[src/rtl/game_pkg.sv]
// rtl/game_pkg.sv - shared tile-map defaults, direction/state types and tile indexing
package game_pkg;

    localparam int HMAXTILE_DEFAULT = 9;
    localparam int VMAXTILE_DEFAULT = 5;

    typedef enum logic [2:0] {NONE, UP, DOWN, LEFT, RIGHT} dir_t;

    typedef enum logic {IDLE, HOLD} state_t;

    function automatic int tile_idx(input int hmax, input logic [3:0] h, input logic [3:0] v);
        return (hmax + 1) * int'(v) + int'(h);
    endfunction

endpackage

[src/rtl/cooldown_ctr.sv]
// rtl/cooldown_ctr.sv - loadable saturating down-counter; zero is high once LEN-1 cycles have elapsed
module cooldown_ctr #(
    parameter int LEN = 4
) (
    input  logic clk,
    input  logic rst,
    input  logic load,
    output logic zero
);

    localparam int W = $clog2(LEN + 1);

    logic [W-1:0] cnt_q, cnt_d;

    always_comb begin
        cnt_d = cnt_q;
        if (load) begin
            cnt_d = W'(LEN - 1);
        end else if (cnt_q != '0) begin
            cnt_d = cnt_q - W'(1);
        end
    end

    always_ff @(posedge clk) begin
        if (rst) begin
            cnt_q <= '0;
        end else begin
            cnt_q <= cnt_d;
        end
    end

    assign zero = (cnt_q == '0);

endmodule

[src/rtl/player_mover.sv]
// rtl/player_mover.sv - per-player tile stepper and bomb request; PLAYER_AUTOREPEAT_EN selects level-held autorepeat
module player_mover
    import game_pkg::*;
#(
    parameter int HMAXTILE      = HMAXTILE_DEFAULT,
    parameter int VMAXTILE      = VMAXTILE_DEFAULT,
    parameter int START_H       = 0,
    parameter int START_V       = 0,
    parameter int MOVE_CYCLES   = 12_500_000,
    parameter int BOMB_COOLDOWN = 50_000_000
) (
    input  logic                                   clk,
    input  logic                                   rst,
    input  logic                                   key_up,
    input  logic                                   key_down,
    input  logic                                   key_left,
    input  logic                                   key_right,
    input  logic                                   key_bomb,
    input  logic [(HMAXTILE+1)*(VMAXTILE+1):0]     walk_able,
    input  logic [3:0]                             other_h,
    input  logic [3:0]                             other_v,
    output logic [3:0]                             cur_h,
    output logic [3:0]                             cur_v,
    output logic                                   atk,
    output logic                                   busy
);

    localparam int NTILES = (HMAXTILE + 1) * (VMAXTILE + 1);
    localparam int IDX_W  = $clog2(NTILES + 1);

    state_t     state_q, state_d;
    logic [3:0] cur_h_q, cur_h_d, cur_v_q, cur_v_d;
    logic       atk_q, atk_d;
    logic       bomb_prev_q, bomb_prev_d;

    logic [3:0]       keys, req;
    dir_t             dir;
    logic [3:0]       tgt_h, tgt_v;
    logic             in_range, legal, fire, step;
    logic [IDX_W-1:0] walk_idx;
    logic             move_zero, bomb_zero;

    assign keys = {key_up, key_down, key_left, key_right};

`ifdef PLAYER_AUTOREPEAT_EN
    assign req = keys;
`else
    // A blocked or bomb-suppressed edge stays armed until it is taken or the key is released.
    logic [3:0] key_prev_q, key_prev_d;
    assign req = keys & ~key_prev_q;
    assign key_prev_d = (state_q == HOLD || step) ? keys : (key_prev_q & keys);

    always_ff @(posedge clk) begin
        if (rst) begin
            key_prev_q <= '0;
        end else begin
            key_prev_q <= key_prev_d;
        end
    end
`endif

    always_comb begin
        dir      = NONE;
        tgt_h    = cur_h_q;
        tgt_v    = cur_v_q;
        in_range = 1'b0;
        if (req[3])      dir = UP;
        else if (req[2]) dir = DOWN;
        else if (req[1]) dir = LEFT;
        else if (req[0]) dir = RIGHT;
        case (dir)
            UP:    begin in_range = (cur_v_q != 4'd0);              tgt_v = cur_v_q - 4'd1; end
            DOWN:  begin in_range = (cur_v_q != 4'(VMAXTILE));      tgt_v = cur_v_q + 4'd1; end
            LEFT:  begin in_range = (cur_h_q != 4'd0);              tgt_h = cur_h_q - 4'd1; end
            RIGHT: begin in_range = (cur_h_q != 4'(HMAXTILE));      tgt_h = cur_h_q + 4'd1; end
            default: in_range = 1'b0;
        endcase
    end

    always_comb begin
        walk_idx = in_range ? IDX_W'(tile_idx(HMAXTILE, tgt_h, tgt_v)) : '0;
        legal    = in_range && walk_able[walk_idx] && !((tgt_h == other_h) && (tgt_v == other_v));
        fire     = key_bomb && !bomb_prev_q && bomb_zero;
        // Bomb takes the cycle so atk always reports the tile currently occupied.
        step     = (state_q == IDLE) && legal && !fire;

        cur_h_d     = step ? tgt_h : cur_h_q;
        cur_v_d     = step ? tgt_v : cur_v_q;
        atk_d       = fire;
        bomb_prev_d = key_bomb;

        state_d = state_q;
        case (state_q)
            IDLE:    if (step) state_d = HOLD;
            HOLD:    if (move_zero || keys == 4'b0000) state_d = IDLE;
            default: state_d = IDLE;
        endcase
    end

    always_ff @(posedge clk) begin
        if (rst) begin
            state_q     <= IDLE;
            cur_h_q     <= 4'(START_H);
            cur_v_q     <= 4'(START_V);
            atk_q       <= 1'b0;
            bomb_prev_q <= 1'b0;
        end else begin
            state_q     <= state_d;
            cur_h_q     <= cur_h_d;
            cur_v_q     <= cur_v_d;
            atk_q       <= atk_d;
            bomb_prev_q <= bomb_prev_d;
        end
    end

    cooldown_ctr #(.LEN(MOVE_CYCLES)) u_move_ctr (
        .clk  (clk),
        .rst  (rst),
        .load (step),
        .zero (move_zero)
    );

    cooldown_ctr #(.LEN(BOMB_COOLDOWN)) u_bomb_ctr (
        .clk  (clk),
        .rst  (rst),
        .load (fire),
        .zero (bomb_zero)
    );

    assign cur_h = cur_h_q;
    assign cur_v = cur_v_q;
    assign atk   = atk_q;
    assign busy  = (state_q == HOLD);

endmodule

[config.mk]
export PLATFORM = sky130hd
export DESIGN_NAME = player_mover
export DESIGN_NICKNAME = d
export VERILOG_FILES = /design/src/rtl/game_pkg.sv /design/src/rtl/cooldown_ctr.sv /design/src/rtl/player_mover.sv
export SDC_FILE = /design/constraint.sdc
export NUM_CORES = 1
export LEC_CHECK = 0
export ABC_AREA = 1
export BUFFER_PORTS_ARGS = -buffer_cell sky130_fd_sc_hd__buf_2
export CORE_MARGIN = 2
export CORE_UTILIZATION = 50
export DETAILED_ROUTE_END_ITERATION = 12
export MAX_ROUTING_LAYER = met4
export PLACE_DENSITY_LB_ADDON = 0.15
export REMOVE_ABC_BUFFERS = 1
export SETUP_SLACK_MARGIN = 0.2
export SLEW_MARGIN = 10
export SYNTH_ARGS = -nofsm -noshare
export SYNTH_HDL_FRONTEND = slang
export SYNTH_SLANG_ARGS = --single-unit
[constraint.sdc]
create_clock -name clk -period 6 [get_ports clk]
set_input_delay 0.3 -clock clk [delete_from_list [all_inputs] [get_ports clk]]
set_output_delay 0.3 -clock clk [all_outputs]
set_load 0.02 [all_outputs]
==> results.txt, run 1 <==
Tot GR Track Use - 23.5%
Drt wl/cell - 12.3 um
GR Util met1 - 29.0%
First-pass DRT Iterations - 5
Die height - 100 um
FF-to-FF setup slack - 1.76 ns
Grt total ovfl - 0
# IOs - 86
Ys async rst share - 0%
Post-DRT Antenna Nets - 0
Fin nets - 906
Num CTS Buffers - 9
DP Area - 0.00510 sq mm
Worst Setup Start Kind - register
Sequential share of the synthesized area - 28.0%
Synth top cells by count - nand2_1 (142), nor2_1 (120), inv_1 (103)
Post-CTS resize count - 0
CTS Sinks - 65
Worst slew margin - 50.3%
Initial antenna violation count - 0
Final min period - 4.24 ns
M2 GR Usage - 39.1%
Avg Synthesized Cell Area - 6.32 sq um
Worst slew pin tran - 0.738 ns
Synth Instances - 734
#FFs+latches synth - 65
Layout cell share with drive strength beyond 1 - 15.2%
RSZ-0062 raised after global routing - no
H-tree depth - 3
Die Wd - 100 um
Mapped Area - 0.00464 sq mm
Crit path arrival time - 4.47 ns
Port bufs - 85
Root buffer cell - clkbuf_8
Status - complete, no violations
Period utilization - 70.6%
CTS tree - yes
Switching Share - 54.4%
CP endpoint kind - register
Max Freq - 236 MHz
Core Rows - 35
Max incr delay on CP - 0.41 ns
CTS clk-pin slew, worst paths - 0.07 ns
Routability cong. - 0.918
Clock share of power - 9.3%
Crit-path cells - inv_1 > nand2_1 > nor2_1 > nand2_1 > inv_1 > fa_1 > o21ai_1 > ha_1 > inv_1 > fa_1 > or2_2 > a21oi_1 > xor2_1 > xor2_1 > inv_1 > nand3_2 > nand3_4 > nand2_1 > nor2_1
Synth area leaders - dfxtp_1 (28%), nand2_1 (11%), nor2_1 (9.7%)
Synth top area share - 28.0%
Syn. warnings - 0
# fillers - 903
Worst hold path type - in -> reg
DRC - 0
Number of global-route vias before repair - 4305
Worst Path Max Fanout - 36
Detailed Place HPWL - 8.70 mm
Post-synthesis cell type with the largest combined area - dfxtp_1
Peak VDD IR - 0.412 mV
Hold_buf cts - 0
Post-synth EDFFs - 0
Flop pwr share - 21.1%
Register Area - 0.00130 sq mm
Comb pwr share - 69.6%
Full die area - 0.0101 sq mm
Most used DFF post-synth - dfxtp_1
Worst-case clock skew - 0.0104 ns
Power Internal - 1.58 mW
Initial DRC Count - 203
Met3 usage - 3.20%
Hold Vio Cnt, Final - 0
Synth cell types - 38
Final WL - 11.4 mm
Diode count - 0
Combined area of the multi-input logic cells - 0.00283 sq mm
Post-DR vias/cell - 5.22
Core area - 0.00911 sq mm
Utilization after layout - 57.8%
Setup TNS - 0 ns
CP most frequent cell - inv_1
PD cells - 660 mW/mm^2
Synthesis-to-finish area growth - 13.4%
Via count - 4853
WP buf/inv - 4
Final number of setup-violating endpoints - 0
Max-slew violations - 0
Maximum root-to-sink buffer count - 2
Pre-CTS setup slack - 1.66 ns
Slowest stage cell, crit path - fa_1
Design area - 0.00526 sq mm
Worst Path Required - 6.23 ns
Final Power - 3.47 mW
WS Path Type - reg -> reg
Psw - 1.89 mW
Initial Util - 51.0%
Skew-Pair Late Insertion Delay - 0.34 ns
Wire length of the first global-routing pass - 18.8 mm
Post-CTS setup buffers - 0
CP delay by family, top - simple AND/OR/NAND/NOR gates
Top-count cell post-synth - nand2_1
Leak pwr - 2.74 nW
Max-cap viol count - 0
Global routing's busiest layer - met2
Largest net degree at the start of global routing - 38
Min setup slack post-route - 1.76 ns
-- cells in the final DEF (no fill, tap or decap), drive strengths merged --
| cell | instances |
|---|---|
| a221oi | 1 |
| a31oi | 5 |
| buf | 85 |
| inv | 108 |
| clkinv | 2 |
| xor2 | 28 |
| nand4 | 15 |
| clkinvlp | 1 |
| o22ai | 1 |
| xnor2 | 9 |
| a22oi | 1 |
| o21a | 1 |
| a21oi | 40 |
| ha | 13 |
| o31ai | 1 |
| or2 | 4 |
| a211oi | 5 |
| nand2 | 148 |
| nor4 | 7 |
| clkbuf | 12 |
| nand3 | 93 |
| nor3 | 19 |
| nor2 | 126 |
| dfxtp | 65 |
| fa | 3 |
| nand3b | 3 |
| o21ai | 22 |
-- routing by layer --
| layer | vias to the layer above | share of wire [%] |
|---|---|---|
| li1 | 2513 | - |
| met2 | 161 | 46 |
| met4 | 0 | 1.3 |
| met3 | 13 | 5.6 |
| met5 | - | 0 |
| met1 | 2166 | 47 |
-- power groups by stage --
stage | sequential, mW | clock (mW) | combinational (mW)
floorplan | 0.729 | 0 | 1.90
global placement | 0.736 | 0 | 2.34
detailed placement | 0.739 | 0 | 2.41
CTS | 0.731 | 0.330 | 2.42
global route | 0.753 | 0.348 | 2.77
finish | 0.733 | 0.322 | 2.42
-- registers in the layout (all words and copies together) (netlist names) --
| register | count |
|---|---|
| u_bomb_ctr.cnt_q | 26 |
| cur_h | 4 |
| key_prev_q | 4 |
| cur_v | 4 |
| busy | 1 |
| bomb_prev_q | 1 |
| u_move_ctr.cnt_q | 24 |
| atk | 1 |
-- worst register-to-register path, delay by kind of cell (launching register included) --
kind                       cells  cell delay [ns]
and+or+nand+nor                8             1.65
adders and majority gates      3             1.01
AOI/OAI and AO/OA              2             0.44
xor gates and xnor gates       2             0.42
DFF                            1             0.30
buffers and inverters          4             0.30
-- per-stage QoR --
step	hold WS, ns	std cells
2_1_floorplan	0.369	718
3_3_place_gp	0.459	914
3_5_place_dp	0.467	914
6_report	0.182	929
4_1_cts	0.175	929
5_1_grt	0.184	929
-- worst paths after layout --
kind / start / end / cells past startpoint
worst max-delay path: key_prev_q[0] / u_move_ctr.cnt_q[6] / 19
worst min-delay path: key_bomb / bomb_prev_q / 3
worst max register to register: key_prev_q[0] / u_move_ctr.cnt_q[6] / 19
worst min register to register: u_bomb_ctr.cnt_q[22] / u_bomb_ctr.cnt_q[22] / 1
-- cell type report --
class	count	share of cell area, %
multi-input cells	545	53.8
flip-flops and latches	65	24.7
repair buffers	85	8.08
inverters	108	7.70
clock buffers	12	2.76
well taps	111	2.64
clock inverters	3	0.333
-- logic make-up after synthesis --
logic type / count (synthesis) / synth area share, %
AO/OA/AOI/OAI: 77 / 9.14
XOR/XNOR: 37 / 6.98
adder cells (fa/ha/maj): 16 / 4.80
buffers and inverters: 124 / 11.0
flip-flops: 65 / 28.0
AND/OR/NAND/NOR: 415 / 40.1
Power figures use the tool's default switching activity.
==> inputs of run 2 (changes only) <==
clock period = 4.43 ns   (was 6 ns; I/O delays follow)
==> results.txt, run 2 (synthesis gave the netlist of run 1 again) <==
Status - complete, no violations
Drt wl/cell - 12.2 um (-0.86%)
Worst setup path end - u_move_ctr.cnt_q[8]
R2r endpoint - u_move_ctr.cnt_q[8]
First-pass DRT Iterations - 5 (unchanged)
Leak pwr - 2.82 nW (+3.1%)
Detailed Place HPWL - 8.52 mm (-2.0%)
Wire length of the first global-routing pass - 18.4 mm (-2.2%)
# fillers - 886 (-1.9%)
Fin nets - 914 (+0.88%)
PD cells - 959 mW/mm^2 (+45%)
M1 WL - 5.34 mm (+0.55%)
Worst hold path type - in -> reg
Via count - 4864 (+0.23%)
Design area - 0.00542 sq mm (+3.0%)
Initial antenna violation count - 0 (unchanged)
Synthesis-to-finish area growth - 16.8%
Hold Vio Cnt, Final - 0 (unchanged)
Maximum root-to-sink buffer count - 2 (unchanged)
Die height - 100 um (unchanged)
Final min period - 3.92 ns (-0.316 ns)
Final Instance Count excl. Fillers - 938 (+0.97%)
Worst slew pin tran - 0.740 ns (+0.00136 ns)
Hold path depth - 3 (unchanged)
Core Rows - 35 (unchanged)
Root buffer cell - clkbuf_8
Setup TNS - 0 ns (unchanged)
Num CTS Buffers - 9 (unchanged)
Biggest regs - u_bomb_ctr.cnt_q: 26 flops, u_move_ctr.cnt_q: 24 flops
Worst slew margin - 50.2% (-0.092 points)
Worst Setup Start Kind - register
DRC - 0 (unchanged)
Worst-case clock skew - 0.0202 ns (+0.00985 ns)
Critical Path Start - key_prev_q[2]
CP endpoint kind - register
Max-cap viol count - 0 (unchanged)
Max-slew violations - 0 (unchanged)
Full die area - 0.0101 sq mm (unchanged)
Detail Route met2 WL - 5.36 mm (+1.2%)
Worst Path Max Fanout - 8 (-78%)
Reg with most FFs - u_bomb_ctr.cnt_q
DP Area - 0.00512 sq mm (+0.29%)
Final number of setup-violating endpoints - 0 (unchanged)
Post-DR vias/cell - 5.19 (-0.73%)
Period utilization - 88.6% (+18 points)
Port bufs - 85 (unchanged)
Peak VDD IR - 0.399 mV (-3.2%)
CTS clk-pin slew, worst paths - 0.08 ns (about the same)
WS Path Type - reg -> reg
Crit path arrival time - 4.13 ns (-0.34 ns)
Core area - 0.00911 sq mm (unchanged)
Worst Path Required - 4.64 ns (-1.59 ns)
Max layer used - met4
Die Wd - 100 um (unchanged)
RSZ-0062 raised after global routing - yes
R2R depth - 20 (+1)
Tot GR Track Use - 22.6% (-0.92 points)
Commonest non-fill, non-tap cell in the layout - nand2_1
Initial DRC Count - 179 (-12%)
DR WL met3 - 590 um (-8.1%)
Skew-Pair Late Insertion Delay - 0.34 ns (about the same)
Hold_buf cts - 0 (unchanged)
Layout cell share with drive strength beyond 1 - 16.4% (+1.3 points)
Commonest cells after routing, fill and taps aside - nand2_1 (142), nor2_1 (120), inv_1 (103)
Post-DRT Antenna Nets - 0 (unchanged)
Largest net degree at the start of global routing - 38 (unchanged)
CTS Sinks - 65 (unchanged)
Max Freq - 255 MHz (+8.0%)
Placed cells - 916 (+0.22%)
Routability cong. - 0.897 (-2.3%)
Number of global-route vias before repair - 4328 (+0.53%)
Max FFs per register - 26 (unchanged)
R2r startpoint - key_prev_q[2]
# IOs - 86 (unchanged)
CTS tree - yes
Grt total ovfl - 0 (unchanged)
Initial Util - 51.0% (unchanged)
FF-to-FF setup slack - 0.51 ns (-1.25 ns)
H-tree depth - 3 (unchanged)
Final WL - 11.4 mm (+0.11%)
Diode count - 0 (unchanged)
==> run 2: cell count changes in the layout (fill, tap and decap cells not counted), sizes merged <==
cell      before  now
nand3         93   94
clkinvlp       1    0
bufinv         0    2
buf           85   92
==> run 2: worst min path at each step <==
| stage | from | slack, ns | to |
|---|---|---|---|
| final | key_bomb | 0.11 | bomb_prev_q |
| after global routing | key_bomb | 0.13 | bomb_prev_q |
| after CTS | key_bomb | 0.1 | bomb_prev_q |
| after detailed placement | key_bomb | 0.44 | bomb_prev_q |
| after global placement | key_bomb | 0.44 | bomb_prev_q |
| after floorplan | rst | 0.29 | busy |
==> run 2: routing by layer <==
| metal | global-route usage, % | vias up |
|---|---|---|
| met5 | - | - |
| met2 | 38.9 | 129 |
| met1 | 27.9 | 2174 |
| li1 | - | 2545 |
| met4 | 5.80 | 0 |
| met3 | 2.99 | 16 |
==> run 2: report_power, final <==
| part | leakage [nW] | internal (mW) | switching, mW |
|---|---|---|---|
| Clock | 0.123 | 0.363 | 0.225 |
| Combinational | 2.17 | 1.33 | 2.29 |
| Sequential | 0.534 | 0.811 | 0.181 |
| Total | 2.82 | 2.50 | 2.69 |
==> run 2: timing repair <==
action,4_1_cts,5_1_grt
buffers inserted,0,5
endpoints found under the setup margin,0,36
resized for setup,0,5
==> run 2: per-stage QoR <==
stage                     hold WS (ns)  utilization (%)  power (mW)  setup slack, ns
final                            0.106             59.5        5.20            0.507
after global routing             0.134             59.5        5.76            0.200
after CTS                       0.0973             58.8        4.91            0.321
after detailed placement         0.442             56.2        4.30            0.330
after global placement           0.438             56.2        4.22            0.427
after floorplan                  0.291                -        3.56            0.725
==> run 2: critical path, cell delays in order, from the launching register on <==
cell and delay [ns]:
dfxtp_1 0.31, inv_1 0.07, nand2_1 0.08, nand2_4 0.12, inv_2 0.07, nand2_1 0.12
inv_1 0.07, fa_1 0.45, o21ai_2 0.19, ha_1 0.19, inv_1 0.06, fa_1 0.38
or2_2 0.32, a21oi_1 0.16, xor2_1 0.19, xor2_1 0.26, inv_1 0.09, nand3_2 0.15
nand3_4 0.15, nand2_1 0.29, nor2_1 0.07
==> run 2: final cells by class <==
type / count / area (sq um) / share of cell area, %
multi-input combinational: 546 / 2850 / 52.7
sequential: 65 / 1300 / 24.0
timing repair buffer: 92 / 482 / 8.89
inverter: 108 / 405 / 7.48
clock buffer: 12 / 165 / 3.05
tap: 111 / 139 / 2.56
clock inverter: 4 / 73.8 / 1.36
